## config.mk

```make
export PLATFORM = sky130hd
export DESIGN_NAME = pipelined_cache_stage2_ctrl_flat
export DESIGN_NICKNAME = d
export VERILOG_FILES = /design/src/rtl/pipelined_cache_stage2_ctrl_if.sv /design/src/rtl/pipelined_cache_stage2_ctrl.sv /design/src/flat_wrapper.sv
export SDC_FILE = /design/constraint.sdc
export NUM_CORES = 1
export LEC_CHECK = 0
export ABC_AREA = 1
export BUFFER_PORTS_ARGS = -buffer_cell sky130_fd_sc_hd__buf_2
export CAP_MARGIN = 10
export CORE_AREA = 5 5 344 346
export DETAILED_ROUTE_END_ITERATION = 16
export DIE_AREA = 0 0 349 351
export GPL_TIMING_DRIVEN = 0
export PLACE_DENSITY = 0.4
export SYNTH_ARGS = -nofsm -noshare
export SYNTH_HDL_FRONTEND = slang
export SYNTH_SLANG_ARGS = --single-unit
```

## constraint.sdc

```tcl
create_clock -name clk -period 6.4 [get_ports clk]
set_clock_uncertainty 0.1 [all_clocks]
set_input_delay 1.6 -clock clk [delete_from_list [all_inputs] [get_ports clk]]
set_output_delay 1.6 -clock clk [all_outputs]
set_load 0.01 [all_outputs]
```

## src/rtl/pipelined_cache_stage2_ctrl_if.sv

```systemverilog
// Stage-2 cache controller bundle: stage-register inputs,
// physical-memory handshake, CPU response and array write enables.
interface pipelined_cache_stage2_ctrl_if #(
    parameter int LINE_W   = 256,
    parameter int ADDR_W   = 32,
    parameter int OFFSET_W = 5
);
    logic                       req_valid_i;
    logic                       hit_i;
    logic                       hit1_i;
    logic                       dirty_i;
    logic                       lru_i;
    logic                       mem_write_i;
    logic [ADDR_W-1:0]          address_i;
    logic [ADDR_W-OFFSET_W-1:0] victim_tag_line_i;
    logic [LINE_W-1:0]          mem_rdata_i;
    logic [LINE_W-1:0]          pmem_rdata_i;
    logic                       pmem_resp_i;

    logic                       pipe_load_o;
    logic                       resp_o;
    logic [LINE_W-1:0]          cpu_rdata_o;
    logic                       pmem_read_o;
    logic                       pmem_write_o;
    logic [ADDR_W-1:0]          pmem_address_o;
    logic [1:0]                 data_we_o;
    logic                       data_sel_o;
    logic [1:0]                 tag_we_o;
    logic [1:0]                 valid_we_o;
    logic [1:0]                 dirty_we_o;
    logic                       dirty_in_o;
    logic                       lru_we_o;
    logic                       lru_in_o;

    modport master (
        output req_valid_i, hit_i, hit1_i, dirty_i, lru_i,
        output mem_write_i, address_i, victim_tag_line_i,
        output mem_rdata_i, pmem_rdata_i, pmem_resp_i,
        input  pipe_load_o, resp_o, cpu_rdata_o,
        input  pmem_read_o, pmem_write_o, pmem_address_o,
        input  data_we_o, data_sel_o, tag_we_o, valid_we_o,
        input  dirty_we_o, dirty_in_o, lru_we_o, lru_in_o
    );

    modport slave (
        input  req_valid_i, hit_i, hit1_i, dirty_i, lru_i,
        input  mem_write_i, address_i, victim_tag_line_i,
        input  mem_rdata_i, pmem_rdata_i, pmem_resp_i,
        output pipe_load_o, resp_o, cpu_rdata_o,
        output pmem_read_o, pmem_write_o, pmem_address_o,
        output data_we_o, data_sel_o, tag_we_o, valid_we_o,
        output dirty_we_o, dirty_in_o, lru_we_o, lru_in_o
    );
endinterface

```

## src/rtl/pipelined_cache_stage2_ctrl.sv

```systemverilog
// Stage-2 controller of the pipelined 2-way cache: hit response,
// miss writeback/fetch against physical memory, refill and replay.
module pipelined_cache_stage2_ctrl #(
    parameter int LINE_W   = 256,
    parameter int ADDR_W   = 32,
    parameter int OFFSET_W = 5
) (
    input logic clk,
    input logic rst,
    pipelined_cache_stage2_ctrl_if.slave bus
);
    typedef enum logic [1:0] {CHECK, WB, FETCH, REPLAY} state_t;

    state_t            state, state_n;
    logic [LINE_W-1:0] line_buf;
    logic              way_r;
    logic              miss;

    logic              pipe_load, resp;
    logic [LINE_W-1:0] cpu_rdata;
    logic              pmem_read, pmem_write;
    logic [ADDR_W-1:0] pmem_address;
    logic [1:0]        data_we, tag_we, valid_we, dirty_we;
    logic              data_sel, dirty_in, lru_we, lru_in;

    assign miss = bus.req_valid_i & ~bus.hit_i;

    always_ff @(posedge clk) begin
        if (rst) begin
            state    <= CHECK;
            line_buf <= '0;
            way_r    <= 1'b0;
        end else begin
            state <= state_n;
            if (state == CHECK && miss)
                way_r <= bus.lru_i;
            if (state == FETCH && bus.pmem_resp_i)
                line_buf <= bus.pmem_rdata_i;
        end
    end

    always_comb begin
        state_n = state;
        unique case (state)
            CHECK:   if (miss) state_n = bus.dirty_i ? WB : FETCH;
            WB:      if (bus.pmem_resp_i) state_n = FETCH;
            FETCH:   if (bus.pmem_resp_i) state_n = REPLAY;
            REPLAY:  state_n = CHECK;
            default: state_n = CHECK;
        endcase
    end

    always_comb begin
        pipe_load    = 1'b0;
        resp         = 1'b0;
        cpu_rdata    = '0;
        pmem_read    = 1'b0;
        pmem_write   = 1'b0;
        pmem_address = '0;
        data_we      = 2'b00;
        data_sel     = 1'b0;
        tag_we       = 2'b00;
        valid_we     = 2'b00;
        dirty_we     = 2'b00;
        dirty_in     = 1'b0;
        lru_we       = 1'b0;
        lru_in       = 1'b0;
        unique case (state)
            CHECK: begin
                pipe_load = ~miss;
                if (bus.req_valid_i && bus.hit_i) begin
                    resp      = 1'b1;
                    cpu_rdata = bus.mem_rdata_i;
                    lru_we    = 1'b1;
                    lru_in    = ~bus.hit1_i;
                    if (bus.mem_write_i) begin
                        data_we[bus.hit1_i]  = 1'b1;
                        dirty_we[bus.hit1_i] = 1'b1;
                        dirty_in             = 1'b1;
                    end
                end
            end
            WB: begin
                pmem_write   = 1'b1;
                pmem_address = {bus.victim_tag_line_i, {OFFSET_W{1'b0}}};
            end
            FETCH: begin
                pmem_read    = 1'b1;
                pmem_address = {bus.address_i[ADDR_W-1:OFFSET_W],
                                {OFFSET_W{1'b0}}};
                // Refill writes the fresh line clean; a write request
                // re-dirties it during replay.
                if (bus.pmem_resp_i) begin
                    data_we[way_r]  = 1'b1;
                    data_sel        = 1'b1;
                    tag_we[way_r]   = 1'b1;
                    valid_we[way_r] = 1'b1;
                    dirty_we[way_r] = 1'b1;
                end
            end
            REPLAY: begin
                pipe_load = 1'b1;
                resp      = 1'b1;
                cpu_rdata = line_buf;
                lru_we    = 1'b1;
                lru_in    = ~way_r;
                if (bus.mem_write_i) begin
                    data_we[way_r]  = 1'b1;
                    dirty_we[way_r] = 1'b1;
                    dirty_in        = 1'b1;
                end
            end
            default: pipe_load = 1'b1;
        endcase
    end

    assign bus.pipe_load_o    = pipe_load;
    assign bus.resp_o         = resp;
    assign bus.cpu_rdata_o    = cpu_rdata;
    assign bus.pmem_read_o    = pmem_read;
    assign bus.pmem_write_o   = pmem_write;
    assign bus.pmem_address_o = pmem_address;
    assign bus.data_we_o      = data_we;
    assign bus.data_sel_o     = data_sel;
    assign bus.tag_we_o       = tag_we;
    assign bus.valid_we_o     = valid_we;
    assign bus.dirty_we_o     = dirty_we;
    assign bus.dirty_in_o     = dirty_in;
    assign bus.lru_we_o       = lru_we;
    assign bus.lru_in_o       = lru_in;
endmodule
```

## src/flat_wrapper.sv

```systemverilog
// flat-port wrapper written by rule: the top's interface ports become plain ports
module pipelined_cache_stage2_ctrl_flat 
#(
    parameter int LINE_W   = 256,
    parameter int ADDR_W   = 32,
    parameter int OFFSET_W = 5
)
  (clk, rst, bus_req_valid_i, bus_hit_i, bus_hit1_i, bus_dirty_i, bus_lru_i, bus_mem_write_i, bus_address_i, bus_victim_tag_line_i, bus_mem_rdata_i, bus_pmem_rdata_i, bus_pmem_resp_i, bus_pipe_load_o, bus_resp_o, bus_cpu_rdata_o, bus_pmem_read_o, bus_pmem_write_o, bus_pmem_address_o, bus_data_we_o, bus_data_sel_o, bus_tag_we_o, bus_valid_we_o, bus_dirty_we_o, bus_dirty_in_o, bus_lru_we_o, bus_lru_in_o);
  pipelined_cache_stage2_ctrl_if #(.LINE_W(LINE_W), .ADDR_W(ADDR_W), .OFFSET_W(OFFSET_W)) bus_i ();
  input logic clk;
  input logic rst;
  input wire logic [$bits(bus_i.req_valid_i)-1:0] bus_req_valid_i;
  input wire logic [$bits(bus_i.hit_i)-1:0] bus_hit_i;
  input wire logic [$bits(bus_i.hit1_i)-1:0] bus_hit1_i;
  input wire logic [$bits(bus_i.dirty_i)-1:0] bus_dirty_i;
  input wire logic [$bits(bus_i.lru_i)-1:0] bus_lru_i;
  input wire logic [$bits(bus_i.mem_write_i)-1:0] bus_mem_write_i;
  input wire logic [$bits(bus_i.address_i)-1:0] bus_address_i;
  input wire logic [$bits(bus_i.victim_tag_line_i)-1:0] bus_victim_tag_line_i;
  input wire logic [$bits(bus_i.mem_rdata_i)-1:0] bus_mem_rdata_i;
  input wire logic [$bits(bus_i.pmem_rdata_i)-1:0] bus_pmem_rdata_i;
  input wire logic [$bits(bus_i.pmem_resp_i)-1:0] bus_pmem_resp_i;
  output wire logic [$bits(bus_i.pipe_load_o)-1:0] bus_pipe_load_o;
  output wire logic [$bits(bus_i.resp_o)-1:0] bus_resp_o;
  output wire logic [$bits(bus_i.cpu_rdata_o)-1:0] bus_cpu_rdata_o;
  output wire logic [$bits(bus_i.pmem_read_o)-1:0] bus_pmem_read_o;
  output wire logic [$bits(bus_i.pmem_write_o)-1:0] bus_pmem_write_o;
  output wire logic [$bits(bus_i.pmem_address_o)-1:0] bus_pmem_address_o;
  output wire logic [$bits(bus_i.data_we_o)-1:0] bus_data_we_o;
  output wire logic [$bits(bus_i.data_sel_o)-1:0] bus_data_sel_o;
  output wire logic [$bits(bus_i.tag_we_o)-1:0] bus_tag_we_o;
  output wire logic [$bits(bus_i.valid_we_o)-1:0] bus_valid_we_o;
  output wire logic [$bits(bus_i.dirty_we_o)-1:0] bus_dirty_we_o;
  output wire logic [$bits(bus_i.dirty_in_o)-1:0] bus_dirty_in_o;
  output wire logic [$bits(bus_i.lru_we_o)-1:0] bus_lru_we_o;
  output wire logic [$bits(bus_i.lru_in_o)-1:0] bus_lru_in_o;
  assign bus_i.req_valid_i = bus_req_valid_i;
  assign bus_i.hit_i = bus_hit_i;
  assign bus_i.hit1_i = bus_hit1_i;
  assign bus_i.dirty_i = bus_dirty_i;
  assign bus_i.lru_i = bus_lru_i;
  assign bus_i.mem_write_i = bus_mem_write_i;
  assign bus_i.address_i = bus_address_i;
  assign bus_i.victim_tag_line_i = bus_victim_tag_line_i;
  assign bus_i.mem_rdata_i = bus_mem_rdata_i;
  assign bus_i.pmem_rdata_i = bus_pmem_rdata_i;
  assign bus_i.pmem_resp_i = bus_pmem_resp_i;
  assign bus_pipe_load_o = bus_i.pipe_load_o;
  assign bus_resp_o = bus_i.resp_o;
  assign bus_cpu_rdata_o = bus_i.cpu_rdata_o;
  assign bus_pmem_read_o = bus_i.pmem_read_o;
  assign bus_pmem_write_o = bus_i.pmem_write_o;
  assign bus_pmem_address_o = bus_i.pmem_address_o;
  assign bus_data_we_o = bus_i.data_we_o;
  assign bus_data_sel_o = bus_i.data_sel_o;
  assign bus_tag_we_o = bus_i.tag_we_o;
  assign bus_valid_we_o = bus_i.valid_we_o;
  assign bus_dirty_we_o = bus_i.dirty_we_o;
  assign bus_dirty_in_o = bus_i.dirty_in_o;
  assign bus_lru_we_o = bus_i.lru_we_o;
  assign bus_lru_in_o = bus_i.lru_in_o;
  pipelined_cache_stage2_ctrl #(.LINE_W(LINE_W), .ADDR_W(ADDR_W), .OFFSET_W(OFFSET_W)) u_core (.clk(clk), .rst(rst), .bus(bus_i));
endmodule
```

### Yosys cells after proc, flatten, opt, wreduce, memory -nomap -nowiden

Index checks and enable logic that the tools add are counted.

* order comparisons: 4
* eq/ne operators: 6
* mux-type cells: 30
* bitwise gates (word level): 5
* reduce and logical (&&, ||, !) cells: 7

Operators by type and width (number)
* 256-bit case mux with 2 select lines: 1
* 256-bit two-way mux: 1
* 32-bit case mux with 2 select lines: 1
* 2-bit two-way mux: 9
* 1-bit two-way mux: 10
* 1-bit case mux with 2 select lines: 4
* 2-bit case mux with 4 select lines: 1
* 2-bit case mux with 3 select lines: 1
* 1-bit logical AND: 5
* 2-bit == test (second input constant): 2
* 1-bit by 2-bit less-than comparator with 1-bit output (second input constant): 2
* 2-bit != test (second input constant): 2
* 1-bit inverter: 4
* 3-bit AND reduction: 1
* 1-bit demux with 1-bit select: 2
* 2-bit by 1-bit == test with 1-bit output (second input constant): 1
* 1-bit greater-or-equal comparator (second input constant): 2
* 2-bit logical NOT: 1
* 2-bit by 1-bit != test with 1-bit output (second input constant): 1
* 1-bit bitwise AND: 1

* bits in registers: 259
* input port bits: 580
* output and inout bits: 304

### Longest topological paths before layout

* word-level depth: 7
* depth in mapped cells: 8
* mapped depth without buffers: 7

### Least setup slack after synthesis

No wires, ideal clock.

* path type: input to output
* start: in bus_req_valid_i
* end: out bus_dirty_we_o[1]
* data arrival time: 2535 ps
* data required time: 4700 ps
* setup slack: 2165 ps
* cell stages on the path: 6
* path buffers: 2
* path through: nand2_1 -> nor2_8 -> buf_6 -> nand3_1 -> a21oi_1 -> buf_4

* cells in the longest elaborated chain, start to end: 3

Ends and longest elaborated chain
* start, declared: line flat_wrapper.sv:12 `input wire logic [$bits(bus_i.req_valid_i)-1:0] bus_req_valid_i;`
* 1-bit logical AND: line pipelined_cache_stage2_ctrl.sv:71 `if (bus.req_valid_i && bus.hit_i) begin`
* 2-bit two-way mux
* 2-bit case mux with 3 select lines
* end, declared: line flat_wrapper.sv:33 `output wire logic [$bits(bus_i.dirty_we_o)-1:0] bus_dirty_we_o;`

No other way between the ends.

### Worst setup path after layout

* start: reg u_core.state[1]
* end: out bus_pmem_address_o[18]

* cells in the longest elaborated chain, start to end: 2
* elaborated cells between the ends (all ways): 3

Ends and longest elaborated chain
* start, declared: line pipelined_cache_stage2_ctrl.sv:14 `state_t state, state_n;`
* start signal, assigned: line pipelined_cache_stage2_ctrl.sv:34 `state <= state_n;`
* 2-bit == test / 2-bit by 1-bit == test with 1-bit output (equally long branches): line pipelined_cache_stage2_ctrl.sv:68 `unique case (state)`
* 32-bit case mux with 2 select lines (*): line pipelined_cache_stage2_ctrl.sv:68
* end, declared: line flat_wrapper.sv:28 `output wire logic [$bits(bus_i.pmem_address_o)-1:0] bus_pmem_address_o;`

Every way passes the cells marked *; elsewhere a longest branch is shown, timed or not.

==> flow_summary.json <==
{
  "critical_path.top_delay_family": "buffers and inverters",
  "leakage_nw": 9.43,
  "synth.avg_cell_area_sq_um": 7.44,
  "min_to": "u_core.line_buf[124]",
  "hold_depth": 2,
  "setup_violations": 0,
  "drive_gt1_share_pct": 45.2,
  "path_class": "flop to output port",
  "startpoint": "u_core.state[1]",
  "dieHeight_microns": 351,
  "wire_per_inst_microns": 22.1,
  "postCtsHoldBufs": 0,
  "cts_made_buffers": 36,
  "die-area_sq_um": 122000,
  "synth-seq-cells": 259,
  "core_region_area_sq_um": 115000,
  "clk_latency_ps": 580,
  "grt_remaining_overflow": 0,
  "grt_max_degree": 12,
  "postCtsSetupBuffers": 0,
  "crit_path_end_kind": "output port",
  "track_usage_pct": 14.7,
  "post-route-period-util_pct": 85.6,
  "status": "completed",
  "vias": 16800,
  "drc": 0,
  "grt_pass1_wl_mm": 128,
  "r2r_start": "u_core.state[0]",
  "grt_pass1_vias": 16800,
  "clockRootBuffer": "clkbuf_16",
  "yosysWarnings": 0,
  "final_common_cell": "buf_2",
  "globalRouteMet1Util_pct": 18.1,
  "worstPathRequired_ps": 4700,
  "io_buffer_count": 873,
  "max_slew_margin_pct": 23.7,
  "use_met3_pct": 5.68,
  "hold_start": "u_core.line_buf[124]",
  "most-common-layout-cells": "buf_2 (949), nor2_1 (671), dfxtp_1 (259)",
  "cp.buffers_inverters": 5,
  "antenna_found_initial": 33,
  "tightest_slew_ps": 1140,
  "cts_resized": 0,
  "r2r.worst_path.cells": 7,
  "cts_buffer_depth": 3,
  "critPathMaxFanout": 10,
  "slew_viol_final": 0,
  "path_clk_slew_ps": 60,
  "clock.fmax_ghz": 0.183,
  "crit_slowest_cell": "clkinv_1",
  "cp_common_cell": "buf_2",
  "ant_nets": 0,
  "rows": 125,
  "finalNetCount": 3376,
  "grtUsageMet2_pct": 23.8,
  "finalHoldViolations": 0,
  "ios": 884,
  "cts_tree": "done",
  "synthToLayoutAreaGrowth_pct": 53.5,
  "dr.pass1.iters": 6,
  "synthCells": 1874,
  "final_core_util_pct": 18.6,
  "max_stage_delay_ps": 890,
  "vias_per_cell": 3.86,
  "grt_busiest_layer": "met2",
  "finalCriticalPeriod_ps": 5480,
  "vdd_drop_max_uv": 179,
  "ys_seq_area_share_pct": 37.2,
  "clkSinkCount": 259,
  "synthesis.area_sq_um": 13900,
  "initial_utilization_pct": 12.1,
  "r2r_setup_slack_ps": 3410,
  "rsz0062_at_grt": "false",
  "htreeDepth": 2,
  "critPathLaunchType": "flop",
  "synth.distinct_cells": 27,
  "drt_iter0_drc": 1067,
  "hold_path.class": "flop to flop",
  "cap_violations": 0,
  "rr_endpoint": "u_core.line_buf[123]",
  "die_w_microns": 349,
  "path_cells": "inv_1 -> ha_1 -> buf_2 -> clkinv_1 -> clkbuf_1 -> a21oi_1 -> buf_2",
  "dpl.hpwl_mm": 81.4,
  "cp.arrival_ps": 3780,
  "gp_congestion": 0.932,
  "drt-total-wl_mm": 96.3,
  "totalNegativeSetupSlack_ps": 0,
  "p_per_area_nw_per_um2": 358
}
==> worst max-delay path by stage <==
| stage | slack [ps] | end | cells after the start |
|---|---|---|---|
| finish | 920 | bus_pmem_address_o[18] | 7 |
| detailed placement | 1390 | bus_pmem_address_o[18] | 7 |
| floorplan | 2160 | bus_dirty_we_o[1] | 6 |
| CTS | 740 | bus_pmem_address_o[18] | 7 |
| global placement | 1410 | bus_pmem_address_o[18] | 7 |
| global route | 650 | bus_pmem_address_o[18] | 7 |
==> metrics by stage <==
step	hold WS [ps]	cells	setup slack, ps	total power, mW	cell area (sq um)
6_report	390	4355	924	7.67	21400
5_1_grt	405	4346	652	8.21	21400
2_1_floorplan	355	1878	2160	4.12	14000
3_5_place_dp	375	4275	1390	5.80	20200
3_3_place_gp	372	4275	1410	5.79	20200
4_1_cts	388	4337	741	7.83	21400
==> power by group <==
part           leakage (nW)  internal, mW  switching, mW
sequential             2.11          1.94          0.246
combinational          6.77          1.05           2.46
clock                 0.548          1.15          0.825
total                  9.43          4.14           3.53
==> logic make-up after synthesis <==
family | share of synthesized area, %
AO/OA/AOI/OAI | 29.0
adder cells (fa/ha/maj) | 0.628
buffers and inverters | 8.21
flip-flops | 37.2
other | 0.0269
AND/OR/NAND/NOR | 24.9
==> flip-flops by register name, summed over array words and instances, names as in the netlist <==
register,count
u_core.way_r,1
u_core.state,2
u_core.line_buf,256
==> layer usage <==
metal	part of all wire, %	vias up
met5	0.087	-
met4	2.6	16
met3	9.3	107
met2	46	698
met1	42	7844
li1	-	8151
==> worst min-delay path: cells and delay by family, from the launching register on <==
kind / cells / cell delay, ps
AND/OR/NAND/NOR: 2 / 130
flip-flops: 1 / 330
==> synth_stat cells <==
library cell	n	area, sq um
dfxtp_1	259	5180
conb_1	1	3.75
a21oi_1	37	185
nor2_8	1	20.0
nand4_1	1	6.26
clkbuf_2	1	5.00
nor2_1	671	2520
buf_6	14	158
buf_8	11	165
inv_2	2	7.51
nand3_1	6	30.0
o21a_1	1	7.51
buf_4	10	75.1
a22oi_1	124	931
clkinv_1	1	3.75
nor2_2	100	626
ha_1	7	87.6
a22oi_2	130	1630
o21ai_0	257	1290
buf_2	76	380
clkbuf_1	72	270
buf_12	1	20.0
o21ai_1	1	5.00
buf_1	3	11.3
o21bai_1	1	7.51
nand2_1	73	274
inv_1	13	48.8
==> final cells by class <==
class / instances / area [sq um]
clock buffers: 56 / 1080
inverters: 16 / 60.1
multi-input cells: 1415 / 7630
plain buffers: 188 / 1090
flip-flops and latches: 259 / 5180
clock inverters: 6 / 40.0
fillers: 13500 / 93700
well taps: 1524 / 1910
diodes: 18 / 45.0
repair buffers: 873 / 4370
No activity file was read; power rests on OpenSTA's default activity.
